[src/rtl/aes_key_pkg.sv]
// -----------------------------------------------------------------------------
// aes_key_pkg
// Shared constants and types for the AES key-memory arbiter and its users in
// the XTS-256 block-operation datapath.
//   ADDR_W     slot address width (16 slots)
//   KEY_W      key width in bits
//   NUM_SLOTS  number of key slots
//   ST_*       arbiter FSM state encoding
//   rdCtxT     context held for an in-flight read
//   slotMask() one-hot mask for a slot address
// -----------------------------------------------------------------------------
package aes_key_pkg;

  localparam int ADDR_W    = 4;
  localparam int KEY_W     = 256;
  localparam int NUM_SLOTS = 16;

  // FSM encoding kept as plain 2-bit constants so existing debug tooling that
  // decodes the raw state value keeps working.
  localparam logic [1:0] ST_IDLE       = 2'd0;
  localparam logic [1:0] ST_WR         = 2'd1;
  localparam logic [1:0] ST_RD_ISSUE   = 2'd2;
  localparam logic [1:0] ST_RD_CAPTURE = 2'd3;

  // Everything the capture stage needs about a granted read. The slot-valid
  // bit is frozen at grant time so later clears or writes cannot change the
  // outcome of a read that is already in flight.
  typedef struct packed {
    logic hit;    // slot held a loaded key when the read was granted
    logic idx;    // which reader owns this read (0 = data key, 1 = tweak key)
  } rdCtxT;

  function automatic logic [NUM_SLOTS-1:0] slotMask(input logic [ADDR_W-1:0] addr);
    slotMask       = '0;
    slotMask[addr] = 1'b1;
  endfunction

endpackage

[src/rtl/aes_rr_arb2.sv]
// -----------------------------------------------------------------------------
// aes_rr_arb2
// Two-way round-robin picker. Purely combinational; the caller owns the
// lastGrant pointer and updates it only when a grant is actually taken.
//   inReq0, inReq1  requests from reader 0 / reader 1
//   inLastGrant     index of the reader served most recently
//   outGrant        at least one request is present
//   outGrantIdx     index of the reader that wins this cycle
// -----------------------------------------------------------------------------
module aes_rr_arb2 (
  input  logic inReq0,
  input  logic inReq1,
  input  logic inLastGrant,
  output logic outGrant,
  output logic outGrantIdx
);

  always_comb begin
    outGrant    = inReq0 | inReq1;
    outGrantIdx = 1'b0;
    if (inReq0 && inReq1) begin
      // Contention: favour the reader that was not served last.
      outGrantIdx = ~inLastGrant;
    end else begin
      // A lone requester wins regardless of the pointer.
      outGrantIdx = inReq1;
    end
  end

endmodule

[src/rtl/aes_key_mem_arbiter.sv]
// -----------------------------------------------------------------------------
// aes_key_mem_arbiter
// Shares the single read/write port of the 16-slot, 256-bit AES key memory
// between the host key writer and two key readers (data-key engine and
// tweak-key engine). A per-slot valid bit records which slots hold a loaded
// key; a read of an unloaded slot does not touch the memory and is returned
// as an error with all-zero data.
//
// Handshake: every requester raises its req with a stable address (and data)
// and holds both until the matching ack pulse; the ack is a one-cycle pulse
// registered at the edge that accepted the request. There is no cancel. Read
// results arrive later as a one-cycle outRdValidN pulse qualifying the shared
// outRdData / outRdErr.
//
// Ports
//   inClk, inRst             clock, synchronous active-high reset
//   inClrAll                 invalidate every slot (sampled only in IDLE)
//   inWrReq/inWrAddr/inWrData, outWrAck            host write port
//   inRdReqN/inRdAddrN, outRdAckN, outRdValidN     reader N port (N = 0,1)
//   outRdErr, outRdData                            shared read result
//   outMemWr/outMemRd/outMemAddr/outMemData        registered memory strobes
//   inMemData                memory read data, valid one cycle after outMemRd
//   outState                 current FSM state, for debug and checkers
// -----------------------------------------------------------------------------
module aes_key_mem_arbiter
  import aes_key_pkg::*;
(
  input  logic              inClk,
  input  logic              inRst,
  input  logic              inClrAll,
  input  logic              inWrReq,
  input  logic [ADDR_W-1:0] inWrAddr,
  input  logic [KEY_W-1:0]  inWrData,
  output logic              outWrAck,
  input  logic              inRdReq0,
  input  logic [ADDR_W-1:0] inRdAddr0,
  input  logic              inRdReq1,
  input  logic [ADDR_W-1:0] inRdAddr1,
  output logic              outRdAck0,
  output logic              outRdAck1,
  output logic              outRdValid0,
  output logic              outRdValid1,
  output logic              outRdErr,
  output logic [KEY_W-1:0]  outRdData,
  output logic              outMemWr,
  output logic              outMemRd,
  output logic [ADDR_W-1:0] outMemAddr,
  output logic [KEY_W-1:0]  outMemData,
  input  logic [KEY_W-1:0]  inMemData,
  output logic [1:0]        outState
);

  logic [1:0]           state;
  logic [NUM_SLOTS-1:0] slotValid;
  logic                 lastGrant;
  rdCtxT                rdCtx;

  logic                 grantAny;
  logic                 grantIdx;
  logic [ADDR_W-1:0]    grantAddr;

  aes_rr_arb2 uRrArb (
    .inReq0      (inRdReq0),
    .inReq1      (inRdReq1),
    .inLastGrant (lastGrant),
    .outGrant    (grantAny),
    .outGrantIdx (grantIdx)
  );

  assign grantAddr = grantIdx ? inRdAddr1 : inRdAddr0;
  assign outState  = state;

  always_ff @(posedge inClk) begin
    if (inRst) begin
      state       <= ST_IDLE;
      slotValid   <= '0;
      lastGrant   <= 1'b1;        // reader 0 wins the first contention
      rdCtx       <= '0;
      outWrAck    <= 1'b0;
      outRdAck0   <= 1'b0;
      outRdAck1   <= 1'b0;
      outRdValid0 <= 1'b0;
      outRdValid1 <= 1'b0;
      outRdErr    <= 1'b0;
      outRdData   <= '0;
      outMemWr    <= 1'b0;
      outMemRd    <= 1'b0;
      outMemAddr  <= '0;
      outMemData  <= '0;
    end else begin
      // Strobes and acks are single-cycle pulses; address, data and the read
      // result hold their last value between updates.
      outWrAck    <= 1'b0;
      outRdAck0   <= 1'b0;
      outRdAck1   <= 1'b0;
      outRdValid0 <= 1'b0;
      outRdValid1 <= 1'b0;
      outMemWr    <= 1'b0;
      outMemRd    <= 1'b0;

      case (state)
        ST_IDLE: begin
          if (inClrAll) begin
            // Clear takes the whole arbitration slot; pending requests wait.
            slotValid <= '0;
          end else if (inWrReq) begin
            state      <= ST_WR;
            outWrAck   <= 1'b1;
            outMemWr   <= 1'b1;
            outMemAddr <= inWrAddr;
            outMemData <= inWrData;
            slotValid  <= slotValid | slotMask(inWrAddr);
          end else if (grantAny) begin
            state       <= ST_RD_ISSUE;
            lastGrant   <= grantIdx;
            outRdAck0   <= ~grantIdx;
            outRdAck1   <= grantIdx;
            outMemAddr  <= grantAddr;
            // Unloaded slots never reach the memory; the error is produced
            // locally in the capture stage.
            outMemRd    <= slotValid[grantAddr];
            rdCtx.hit   <= slotValid[grantAddr];
            rdCtx.idx   <= grantIdx;
          end
        end

        // The write requester still has its request up during this cycle
        // (it only sees the ack now), so this state keeps it from being
        // accepted a second time.
        ST_WR: begin
          state <= ST_IDLE;
        end

        // Memory registers its read data at the end of this cycle.
        ST_RD_ISSUE: begin
          state <= ST_RD_CAPTURE;
        end

        // inMemData is only driven in this cycle; it is sampled nowhere else.
        ST_RD_CAPTURE: begin
          state       <= ST_IDLE;
          outRdData   <= rdCtx.hit ? inMemData : '0;
          outRdErr    <= ~rdCtx.hit;
          outRdValid0 <= ~rdCtx.idx;
          outRdValid1 <= rdCtx.idx;
        end

        default: begin
          state <= ST_IDLE;
        end
      endcase
    end
  end

endmodule

[config.mk]
export PLATFORM = sky130hd
export DESIGN_NAME = aes_key_mem_arbiter
export DESIGN_NICKNAME = d
export VERILOG_FILES = /design/src/rtl/aes_key_pkg.sv /design/src/rtl/aes_rr_arb2.sv /design/src/rtl/aes_key_mem_arbiter.sv
export SDC_FILE = /design/constraint.sdc
export NUM_CORES = 1
export LEC_CHECK = 0
export BUFFER_PORTS_ARGS = -buffer_cell sky130_fd_sc_hd__buf_2
export CELL_PAD_IN_SITES_DETAIL_PLACEMENT = 1
export CELL_PAD_IN_SITES_GLOBAL_PLACEMENT = 1
export CORE_AREA = 2 2 412 414
export DETAILED_ROUTE_END_ITERATION = 8
export DIE_AREA = 0 0 414 416
export GPL_ROUTABILITY_DRIVEN = 0
export GPL_TIMING_DRIVEN = 0
export MAX_ROUTING_LAYER = met4
export PLACE_DENSITY = 0.47
export SYNTH_ARGS = -nofsm -noshare
export SYNTH_HDL_FRONTEND = slang
export SYNTH_HIERARCHICAL = 1
export SYNTH_SLANG_ARGS = --single-unit
export TNS_END_PERCENT = 10
[constraint.sdc]
create_clock -name inClk -period 3.8 [get_ports inClk]
set_clock_uncertainty 0.05 [all_clocks]
set_input_delay 0 -clock inClk [delete_from_list [all_inputs] [get_ports inClk]]
set_output_delay 0 -clock inClk [all_outputs]
set_load 0.005 [all_outputs]
Yosys cells after proc, flatten, opt, wreduce, memory -nomap -nowiden:

Index checks and enable logic that the tools add are counted.

* register bits after elaboration: 544
* output and inout bits: 526
* input port bits: 530

* multiplexer cells: 16
* bitwise gates (word level): 11
* equal/unequal tests: 5
* reductions and logical operators: 14
* $lt $le $gt $ge: 3

Operators with widths (count)
* 256-bit 2-to-1 mux: 1
* 16-bit 2-to-1 mux: 2
* 16-bit bitwise OR: 1
* 4-bit 2-to-1 mux: 3
* 4-bit by 5-bit less-than comparator with 1-bit output, second input constant: 2
* 1-bit inverter: 9
* 2-bit 2-to-1 mux: 3
* 2-bit case mux with 3 select lines: 1
* 3-bit AND reduction: 2
* 5-bit OR reduction: 1
* 1-bit binary-select mux with 4-bit select: 1
* 1-bit demux with 4-bit select: 1
* 2-bit equality test, second input constant: 2
* 4-bit by 1-bit >= comparator with 1-bit output, second input constant: 1
* 1-bit 2-to-1 mux: 4
* 2-bit AND reduction: 2
* 4-bit AND reduction: 1
* 2-bit nonzero test: 2
* 2-bit OR reduction: 2
* 3-bit inequality test, second input constant: 1
* 3-bit OR reduction: 1
* 2-bit by 1-bit equality test with 1-bit output, second input constant: 1
* 1-bit logical AND: 2
* 2-bit zero test: 1
* 2 further kinds: 2

Logic depth before layout (Yosys ltp):

Gate-level depths: netlist of run 1.

* depth in word-level cells: 7
* depth in mapped cells: 8
* depth with buffers taken out: 6

Modules after synthesis:

The synthesis of run 1 kept the hierarchy.

Modules (own cells, without submodules)
* aes_key_mem_arbiter: cells an instance 2435, times used 1, sequential area each 10890.4 sq um, area each 19377.3 sq um
* aes_rr_arb2: cells an instance 2, times used 1, sequential area each 0.0 sq um, area each 13.8 sq um

Least setup slack after synthesis of run 1:

Ideal clock, no wire load.

* kind: flip-flop to flip-flop
* start: register state[1], in the netlist outState[1]
* end: register slotValid[10]
* library setup time: 128 ps
* stages on the path, launching flop included: 7
* path buffers: 3
* slack: 2210 ps
* arrival time: 1412 ps
* path through: dfxtp_1 -> buf_2 -> or3_1 -> clkbuf_1 -> clkbuf_1 -> a22oi_1 -> nor2_1

* longest elaborated chain between the ends: 2

Ends and longest elaborated chain
* from (decl): RTL line aes_key_mem_arbiter.sv:53 `logic [1:0] state;`
* from (signal assigned): RTL line aes_key_mem_arbiter.sv:75 `state <= ST_IDLE;`
* from (signal assigned): RTL line aes_key_mem_arbiter.sv:107 `state <= ST_WR;`
* from (signal assigned): RTL line aes_key_mem_arbiter.sv:114 `state <= ST_RD_ISSUE;`
* 2-bit zero test: RTL line aes_key_mem_arbiter.sv:101 `case (state)`
* 2-bit AND reduction (no source line)
* to (signal assigned): RTL line aes_key_mem_arbiter.sv:112 `slotValid <= slotValid | slotMask(inWrAddr);`
* to (decl): RTL line aes_key_mem_arbiter.sv:54 `logic [NUM_SLOTS-1:0] slotValid;`

No other way between the ends.
A chain may end at the register's enable or synchronous reset.

Worst setup path after layout of run 1:

* start: register lastGrant
* end: register outMemAddr[1]

* longest elaborated chain between the ends: 5

Ends and longest elaborated chain
* from (decl): RTL line aes_key_mem_arbiter.sv:55 `logic lastGrant;`
* from (signal assigned): RTL line aes_key_mem_arbiter.sv:115 `lastGrant <= grantIdx;`
* 1-bit inverter: RTL line aes_rr_arb2.sv:23 `outGrantIdx = ~inLastGrant;`
* 1-bit 2-to-1 mux: RTL line aes_rr_arb2.sv:21 `if (inReq0 && inReq1) begin`
* named net grantIdx: RTL line aes_key_mem_arbiter.sv:59 `logic grantIdx;`
* 4-bit 2-to-1 mux: RTL line aes_key_mem_arbiter.sv:70 `assign grantAddr = grantIdx ? inRdAddr1 : inRdAddr0;`
* 4-bit 2-to-1 mux: RTL line aes_key_mem_arbiter.sv:113 `end else if (grantAny) begin`
* 4-bit 2-to-1 mux: RTL line aes_key_mem_arbiter.sv:106 `end else if (inWrReq) begin`
* to (signal assigned): RTL line aes_key_mem_arbiter.sv:110 `outMemAddr <= inWrAddr;`
* to (signal assigned): RTL line aes_key_mem_arbiter.sv:118 `outMemAddr <= grantAddr;`
* to (decl): RTL line aes_key_mem_arbiter.sv:47 `output logic [ADDR_W-1:0] outMemAddr,`

The timed path passes the listed nets, and every way through them passes these cells. The select of a mux whose other input is x is not followed.

==> results of run 1 <==
-- cell type report --
type / instances / area share
clock buffer: 105 / 0.0598
sequential: 544 / 0.306
tap: 2218 / 0.0779
inverter: 5 / 0.000527
clock inverter: 17 / 0.00899
antenna: 28 / 0.00197
buffer: 214 / 0.0256
multi-input combinational: 1674 / 0.213
timing repair buffer: 1618 / 0.307
-- tightest hold or removal path, delay by kind of cell --
kind / cells / cell delay [ns]
AND/OR/NAND/NOR: 1 / 0.05
buffers and inverters: 2 / 0.65
AO/OA/AOI/OAI: 1 / 0.05
-- per-layer routing --
metal | track usage | share of wire | up-vias
met5 | - | 0 | -
met4 | 0.0807 | 0.053 | 0
met3 | 0.0443 | 0.069 | 284
met2 | 0.259 | 0.47 | 875
met1 | 0.188 | 0.41 | 11803
li1 | - | - | 11547
-- what timing repair did --
action / CTS / global route
endpoints found under the hold margin: 540 / 0
resized for setup: 0 / 0
setup buffers: 0 / 0
hold buffers: 567 / 0
-- through the flow --
step           setup WS [ns]   util  area (sq um)
6_report               0.567  0.212         35600
3_3_place_gp          0.0931  0.163         27400
3_5_place_dp           0.608  0.163         27400
2_1_floorplan           2.21      -         19400
5_1_grt                0.405  0.212         35600
4_1_cts                0.564  0.211         35600
-- logic make-up (layout without fill, tap and decap cells) --
family,Yosys count,after routing,share of synthesized area
other,0,28,0
buffers and inverters,219,1959,0.0478
and+or+nand+nor,1101,1101,0.235
AOI/OAI and AO/OA,568,568,0.152
DFF,544,544,0.562
muxes,5,5,0.00265
-- worst min path at each step --
| stage | startpoint | to | slack, ns | depth (start not counted) |
|---|---|---|---|---|
| floorplan | inWrData[0] | outMemData[0] | 0.09 | 2 |
| global placement | inWrData[12] | outMemData[12] | 0.19 | 3 |
| detailed placement | inWrData[66] | outMemData[66] | 0.20 | 3 |
| CTS | inWrData[93] | outMemData[93] | 0.0006 | 4 |
| global route | inWrData[235] | outMemData[235] | 0.04 | 4 |
| finish | inWrData[114] | outMemData[114] | 0.07 | 4 |
-- state kept, by name, summed over array words and instances, names as in the netlist, 2 cells and up --
register	cells
rdCtx	2
outState	2
outRdData	256
outMemData	256
slotValid	16
outMemAddr	4
-- layout by cell type (no fill, tap or decap), types with 3 or more instances in the layout --
| cell type | netlist | layout |
|---|---|---|
| clkbuf_2 | 1 | 3 |
| nor2_1 | 36 | 36 |
| nor2b_1 | 6 | 6 |
| diode_2 | 0 | 28 |
| clkinv_16 | 0 | 4 |
| nand3_1 | 259 | 259 |
| bufinv_16 | 0 | 4 |
| a22oi_1 | 13 | 13 |
| nand2_1 | 776 | 776 |
| nor3_1 | 5 | 5 |
| buf_1 | 6 | 6 |
| clkbuf_1 | 126 | 140 |
| nand2b_1 | 5 | 5 |
| nand3b_1 | 3 | 3 |
| clkinv_2 | 0 | 5 |
| clkbuf_8 | 0 | 14 |
| buf_2 | 80 | 1131 |
| dlygate4sd3_1 | 0 | 567 |
| o21ai_0 | 8 | 8 |
| a21oi_1 | 522 | 522 |
| inv_1 | 5 | 5 |
| o211ai_1 | 4 | 4 |
| clkbuf_16 | 0 | 75 |
| a32oi_1 | 5 | 5 |
| mux2i_1 | 4 | 4 |
| dfxtp_1 | 544 | 544 |
-- power breakdown --
group	switching, uW	total, uW	internal, uW
logic	976	1820	841
registers	89.9	5940	5850
clock network	2990	7190	4200
total	4060	14900	10900
==> impl_metrics.prom, run 1 <==
# TYPE chip_impl_metric gauge
chip_impl_info{name="run_status",value="completed"} 1
chip_impl_metric{name="drt-total-wl",unit="um"} 142000
chip_impl_metric{name="drv_slew",unit=""} 0
chip_impl_info{name="crit_type",value="flop to flop"} 1
chip_impl_metric{name="chipHeight",unit="um"} 416
chip_impl_info{name="worstSetupEndpoint",value="outMemAddr[1]"} 1
chip_impl_metric{name="floorplan.core_area",unit="sq um"} 168000
chip_impl_info{name="setup.worst_path.start_class",value="flop"} 1
chip_impl_metric{name="synth_cell_type_count",unit=""} 42
chip_impl_metric{name="worst-slew-pin-transition",unit="ns"} 1.22
chip_impl_metric{name="drt_pass1_iterations",unit=""} 5
chip_impl_metric{name="dp_cells",unit=""} 5706
chip_impl_metric{name="area_delta_synth_final",unit="%"} 83.7
chip_impl_metric{name="p_total",unit="uW"} 14900
chip_impl_metric{name="synthesis.area_per_instance",unit="sq um"} 7.96
chip_impl_metric{name="crit_path_max_fanout",unit=""} 8
chip_impl_metric{name="htree_levels",unit=""} 3
chip_impl_metric{name="cts.sink_count",unit=""} 544
chip_impl_metric{name="finalWorstPathRequiredPeriod",unit="ns"} 3.23
chip_impl_metric{name="final-instance-count-excl-fill",unit=""} 6423
chip_impl_metric{name="async_flop_share",unit=""} 0
chip_impl_metric{name="numCtsBuffers",unit=""} 74
chip_impl_info{name="cp_slowest_cell",value="dlygate4sd3_1"} 1
chip_impl_metric{name="die_w",unit="um"} 414
chip_impl_metric{name="grt_start_max_net_pins",unit=""} 13
chip_impl_info{name="cts_tree",value="built"} 1
chip_impl_metric{name="area_of_the_multi_input_gates",unit="sq um"} 7570
chip_impl_info{name="dominantRegCellSynth",value="dfxtp_1"} 1
chip_impl_metric{name="power.leakage",unit="uW"} 0.0150
chip_impl_metric{name="timing.setup.tns",unit="ns"} 0
chip_impl_info{name="clockRootBuffer",value="clkbuf_16"} 1
chip_impl_metric{name="fill_cells",unit=""} 20434
chip_impl_info{name="r2r_end",value="outMemAddr[1]"} 1
chip_impl_metric{name="grt_first_pass_wirelength",unit="um"} 195000
chip_impl_info{name="critical_path.cell_chain",value="a21boi_1 -> clkbuf_2 -> inv_1 -> a21oi_1 -> dlygate4sd3_1 -> o21ai_0 -> dlygate4sd3_1 -> mux2i_1 -> dlygate4sd3_1 -> nor2_1"} 1
chip_impl_metric{name="register_clock_pin_slew_on_the_reported_worst_setup_and_hold_paths",unit="ns"} 0.06
chip_impl_metric{name="gr-total-overflow",unit=""} 0
chip_impl_metric{name="rrSetupSlack",unit="ns"} 0.57
chip_impl_info{name="synth.top_cells.by_area",value="dfxtp_1 (56%), nand2_1 (15%), a21oi_1 (13%)"} 1
chip_impl_metric{name="fin_worst_hold_slack",unit="ns"} 0.0671
chip_impl_metric{name="setup_violations",unit=""} 0
chip_impl_metric{name="die-area",unit="sq um"} 172000
chip_impl_metric{name="clock_network_latency_to_the_later_pin_of_the_worst_skew_pair",unit="ns"} 0.68
chip_impl_metric{name="drc_violations_left",unit=""} 0
chip_impl_metric{name="worst-r2r-cell-count",unit=""} 10
chip_impl_info{name="synth.most_common_cell",value="nand2_1"} 1
chip_impl_metric{name="wl_per_cell",unit="um"} 22.0
chip_impl_metric{name="synth_largest_type_area_fraction",unit=""} 0.562
chip_impl_info{name="kind_of_capture_point_of_the_worst_setup_path",value="flop"} 1
chip_impl_metric{name="drive_above_1_share",unit=""} 0.298
chip_impl_metric{name="buffer_and_inverter_count_on_the_worst_path",unit=""} 5
chip_impl_metric{name="achievable-frequency",unit="MHz"} 309
chip_impl_metric{name="synth.yosys.seq_area_share",unit=""} 0.562
chip_impl_metric{name="post_synth_edffs",unit=""} 0
chip_impl_metric{name="final_min_period_over_clock_period",unit=""} 0.851
chip_impl_metric{name="peakVddDrop",unit="V"} 0.000279
chip_impl_metric{name="grt_antenna_before_repair",unit=""} 38
chip_impl_info{name="regToRegStartpoint",value="lastGrant"} 1
chip_impl_info{name="synth_top_area_cell",value="dfxtp_1"} 1
chip_impl_metric{name="layout.area.seq",unit="sq um"} 10900
chip_impl_metric{name="floorplan.initialDensity",unit=""} 0.115
chip_impl_metric{name="syn-instance-count",unit=""} 2437
chip_impl_metric{name="place_hpwl",unit="um"} 113000
chip_impl_info{name="hold_class",value="primary input to flop"} 1
chip_impl_metric{name="synth-warning-count",unit=""} 6
chip_impl_metric{name="io_buffers",unit=""} 1051
chip_impl_metric{name="nets",unit=""} 4661
chip_impl_metric{name="worstPathArrival",unit="ns"} 3.73
chip_impl_metric{name="cts_buffer_depth",unit=""} 3
chip_impl_metric{name="timing.critical_path.depth",unit=""} 10
chip_impl_metric{name="slowest_delay",unit="ns"} 0.58
chip_impl_info{name="synth_common_cells",value="nand2_1 (776), dfxtp_1 (544), a21oi_1 (522)"} 1
chip_impl_metric{name="cellPowerDensity",unit="nW/um^2"} 420
chip_impl_metric{name="grt.total_usage",unit=""} 0.163
chip_impl_metric{name="timing.max_slew.rel_slack",unit=""} 0.187
chip_impl_metric{name="syn-num-nets",unit=""} 2967
chip_impl_metric{name="fp-row-count",unit=""} 151
chip_impl_info{name="setup_repair_after_global_routing_missed_its_margin",value="no"} 1
chip_impl_metric{name="antenna_left",unit=""} 0
chip_impl_metric{name="drt-vias-per-instance",unit=""} 3.82
chip_impl_info{name="startpoint",value="lastGrant"} 1
chip_impl_info{name="cell_family_with_the_largest_share_of_critical_path_delay",value="buffers and inverters"} 1
chip_impl_metric{name="mappedNetlistArea",unit="sq um"} 19400
chip_impl_metric{name="finalHoldViolations",unit=""} 0
chip_impl_metric{name="drt_iter0_drc",unit=""} 1116
chip_impl_metric{name="grt_pass1_vias",unit=""} 25663
chip_impl_metric{name="num_io_pins",unit=""} 1056
chip_impl_metric{name="ys_seq_elements",unit=""} 544
chip_impl_metric{name="maxCapViolCount",unit=""} 0
chip_impl_info{name="cp_common_cell",value="dlygate4sd3_1"} 1
chip_impl_metric{name="vias_post_dr",unit=""} 24509
chip_impl_metric{name="worst-endpoint-required",unit="ns"} 4.29
No activity file was read; power rests on OpenSTA's default activity.
==> inputs of run 2 (changes only) <==
--- a/config.mk
+++ b/config.mk
@@ -5,16 +5,17 @@
 export SDC_FILE = /design/constraint.sdc
 export NUM_CORES = 1
 export LEC_CHECK = 0
+export ABC_AREA = 1
 export BUFFER_PORTS_ARGS = -buffer_cell sky130_fd_sc_hd__buf_2
 export CELL_PAD_IN_SITES_DETAIL_PLACEMENT = 1
 export CELL_PAD_IN_SITES_GLOBAL_PLACEMENT = 1
-export CORE_AREA = 2 2 412 414
+export CORE_AREA = 2 2 408 410
 export DETAILED_ROUTE_END_ITERATION = 8
-export DIE_AREA = 0 0 414 416
+export DIE_AREA = 0 0 410 412
 export GPL_ROUTABILITY_DRIVEN = 0
-export GPL_TIMING_DRIVEN = 0
+export GPL_TIMING_DRIVEN = 1
 export MAX_ROUTING_LAYER = met4
-export PLACE_DENSITY = 0.47
+export PLACE_DENSITY = 0.48
 export SYNTH_ARGS = -nofsm -noshare
 export SYNTH_HDL_FRONTEND = slang
 export SYNTH_HIERARCHICAL = 1
==> impl_metrics.prom, run 2 <==
# TYPE chip_impl_metric gauge
chip_impl_metric{name="drc_violations_left",unit=""} 0
chip_impl_metric{name="achievable-frequency",unit="MHz"} 305
chip_impl_metric{name="mappedNetlistArea",unit="sq um"} 18900
chip_impl_metric{name="worst-slew-pin-transition",unit="ns"} 0.990
chip_impl_info{name="clockRootBuffer",value="clkbuf_16"} 1
chip_impl_metric{name="die_w",unit="um"} 410
chip_impl_metric{name="drt_pass1_iterations",unit=""} 5
chip_impl_metric{name="numCtsBuffers",unit=""} 73
chip_impl_info{name="biggestRegsByFlops",value="outMemData: 256 flops, outRdData: 256 flops, slotValid: 16 flops"} 1
chip_impl_metric{name="ys_seq_elements",unit=""} 544
chip_impl_metric{name="htree_levels",unit=""} 3
chip_impl_metric{name="cts_buffer_depth",unit=""} 3
chip_impl_metric{name="timing.setup.tns",unit="ns"} 0
chip_impl_info{name="synth_top_area_cell",value="dfxtp_1"} 1
chip_impl_metric{name="grt_pass1_vias",unit=""} 24772
chip_impl_metric{name="setup_violations",unit=""} 0
chip_impl_metric{name="synth_cell_type_count",unit=""} 24
chip_impl_metric{name="drt-total-wl",unit="um"} 115000
chip_impl_metric{name="drt-vias-per-instance",unit=""} 3.65
chip_impl_metric{name="dp_cells",unit=""} 5543
chip_impl_metric{name="synth.yosys.seq_area_share",unit=""} 0.575
chip_impl_metric{name="timing.max_slew.rel_slack",unit=""} 0.340
chip_impl_metric{name="drv_slew",unit=""} 0
chip_impl_info{name="commonest_cells_after_routing_fill_and_taps_aside",value="buf_2 (1054), dlygate4sd3_1 (733), nand2_1 (544), dfxtp_1 (544), nor2_1 (531)"} 1
chip_impl_info{name="dominantRegCellSynth",value="dfxtp_1"} 1
chip_impl_metric{name="syn-num-nets",unit=""} 2974
chip_impl_metric{name="async_flop_share",unit=""} 0
chip_impl_metric{name="place_hpwl",unit="um"} 83300
chip_impl_metric{name="grt_start_max_net_pins",unit=""} 176
chip_impl_metric{name="syn-instance-count",unit=""} 2444
chip_impl_info{name="synth_common_cells",value="nand2_1 (545), dfxtp_1 (544), nor2_1 (532)"} 1
chip_impl_metric{name="nets",unit=""} 4692
chip_impl_info{name="setup.worst_path.start_class",value="flop"} 1
chip_impl_metric{name="power.leakage",unit="uW"} 0.0164
chip_impl_metric{name="post_synth_edffs",unit=""} 0
chip_impl_metric{name="register_clock_pin_slew_on_the_reported_worst_setup_and_hold_paths",unit="ns"} 0.06
chip_impl_info{name="hold_class",value="primary input to flop"} 1
chip_impl_info{name="cts_tree",value="built"} 1
chip_impl_metric{name="p_total",unit="uW"} 15100
chip_impl_metric{name="die-area",unit="sq um"} 169000
chip_impl_metric{name="floorplan.core_area",unit="sq um"} 164000
chip_impl_info{name="leading_cell_type_in_the_layout_fill_and_taps_excluded",value="buf_2"} 1
chip_impl_metric{name="chipHeight",unit="um"} 412
chip_impl_info{name="setup_repair_after_global_routing_missed_its_margin",value="no"} 1
chip_impl_metric{name="final-instance-count-excl-fill",unit=""} 6437
chip_impl_metric{name="synth-warning-count",unit=""} 6
chip_impl_metric{name="cellPowerDensity",unit="nW/um^2"} 414
chip_impl_metric{name="preCtsSetupSlack",unit="ns"} 1.30
chip_impl_metric{name="maxCapViolCount",unit=""} 0
chip_impl_info{name="synth.top_cells.by_area",value="dfxtp_1 (58%), nand2_1 (11%), nor2_1 (11%)"} 1
chip_impl_metric{name="cts.sink_count",unit=""} 544
chip_impl_metric{name="io_buffers",unit=""} 1055
chip_impl_metric{name="antenna_left",unit=""} 0
chip_impl_info{name="crit_type",value="flop to flop"} 1
chip_impl_info{name="kind_of_capture_point_of_the_worst_setup_path",value="flop"} 1
chip_impl_metric{name="drive_above_1_share",unit=""} 0.286
chip_impl_info{name="synth.most_common_cell",value="nand2_1"} 1
chip_impl_metric{name="grt.total_usage",unit=""} 0.134
chip_impl_metric{name="wl_per_cell",unit="um"} 17.9
chip_impl_metric{name="worstPathArrival",unit="ns"} 3.84
chip_impl_metric{name="cts-resized-gates",unit=""} 0
chip_impl_metric{name="fp-row-count",unit=""} 149
chip_impl_metric{name="worst_setup_slack_final",unit="ns"} 0.521
chip_impl_metric{name="post_dp_cell_area",unit="sq um"} 26600
chip_impl_metric{name="drt_iter0_drc",unit=""} 1120
chip_impl_metric{name="floorplan.initialDensity",unit=""} 0.115
chip_impl_info{name="run_status",value="completed"} 1
chip_impl_metric{name="worst-endpoint-required",unit="ns"} 4.36
chip_impl_metric{name="crit_path_max_fanout",unit=""} 8
chip_impl_metric{name="design_area",unit="sq um"} 36400
chip_impl_metric{name="area_delta_synth_final",unit="%"} 92.4
chip_impl_metric{name="num_io_pins",unit=""} 1056
chip_impl_metric{name="gr-total-overflow",unit=""} 0
chip_impl_metric{name="finalHoldViolations",unit=""} 0
chip_impl_metric{name="vias_post_dr",unit=""} 23506
chip_impl_metric{name="final_min_period_over_clock_period",unit=""} 0.863
chip_impl_metric{name="grt_antenna_before_repair",unit=""} 38
chip_impl_metric{name="synth_largest_type_area_fraction",unit=""} 0.575
chip_impl_metric{name="grt_first_pass_wirelength",unit="um"} 165000
chip_impl_metric{name="synthesis.area_per_instance",unit="sq um"} 7.74
chip_impl_metric{name="finalWorstPathRequiredPeriod",unit="ns"} 3.28
chip_impl_metric{name="fill_cells",unit=""} 19826
chip_impl_metric{name="clock_network_latency_to_the_later_pin_of_the_worst_skew_pair",unit="ns"} 0.66
chip_impl_metric{name="peakVddDrop",unit="V"} 0.000280
run 2: cell types whose count changed in the layout (fill, tap and decap cells not counted), sizes merged, moves of 35 or more:
cell,delta
nor2,+497
nand3,-238
o21ai,+256
clkbuf,-125
a21oi,-231
buf,-51
nand2,-231
dlygate4sd3,+166
inv,+35
run 2: cells by family after synthesis:
group | Yosys count | share of synthesized area
flip-flops | 544 | 0.575
buffers and inverters | 216 | 0.0486
AO/OA/AOI/OAI | 562 | 0.149
AND/OR/NAND/NOR | 1122 | 0.227
run 2: worst max-delay path: stages, from the launching register on:
cell	delay [ns]
dfxtp_1	0.31
a21oi_1	0.42
dlygate4sd3_1	0.65
inv_1	0.11
nand2_1	0.21
nand2_1	0.25
nand2_1	0.12
nand3_1	0.07
nand3_1	0.12
nand3_1	0.06
dlygate4sd3_1	0.57
nand2_1	0.08
nand2_1	0.12
nand2_1	0.08
run 2: worst paths after layout:
kind                      start         endpoint  slack (ns)  cells past startpoint
hold / removal    inWrData[227]  outMemData[227]        0.07                      4
hold reg to reg        rdCtx[0]      outRdValid0        0.38                      1
setup / recovery      lastGrant         rdCtx[1]        0.52                     13
setup reg to reg      lastGrant         rdCtx[1]        0.52                     13
run 2: area by class of cell:
type	instances	area, sq um	area share
Multi-Input combinational cell	1684	7130	0.196
Clock buffer	106	2090	0.0574
Timing Repair Buffer	1821	13000	0.357
Clock inverter	21	334	0.00917
Tap cell	2189	2740	0.0752
Sequential cell	544	10900	0.299
Inverter	38	155	0.00426
Antenna cell	34	85.1	0.00234
run 2: report_power, final:
part           internal [uW]  switching, uW  leakage [uW]
Clock                   4190           2900       0.00118
Combinational            958            950        0.0108
Sequential              5940            119       0.00443
Total                  11100           3970        0.0164
run 2: stage by stage:
| step | util | hold WS, ns |
|---|---|---|
| 2_1_floorplan | - | 0.0849 |
| 3_3_place_gp | 0.162 | 0.170 |
| 3_5_place_dp | 0.162 | 0.178 |
| 4_1_cts | 0.221 | 0.0000507 |
| 5_1_grt | 0.222 | 0.0169 |
| 6_report | 0.222 | 0.0717 |
run 2: repair_timing:
action                    4_1_cts  5_1_grt
hold endpoints to repair      540        0
buffers inserted                0        0
hold buffers                  733        0
run 2: metal layers:
metal	wire length [um]	up-vias	part of all wire	GRT usage
li1	-	11355	-	-
met1	48600	11167	0.42	0.156
met2	54400	761	0.47	0.218
met3	7460	223	0.065	0.0371
met4	4850	0	0.042	0.0534
met5	0	-	0	-
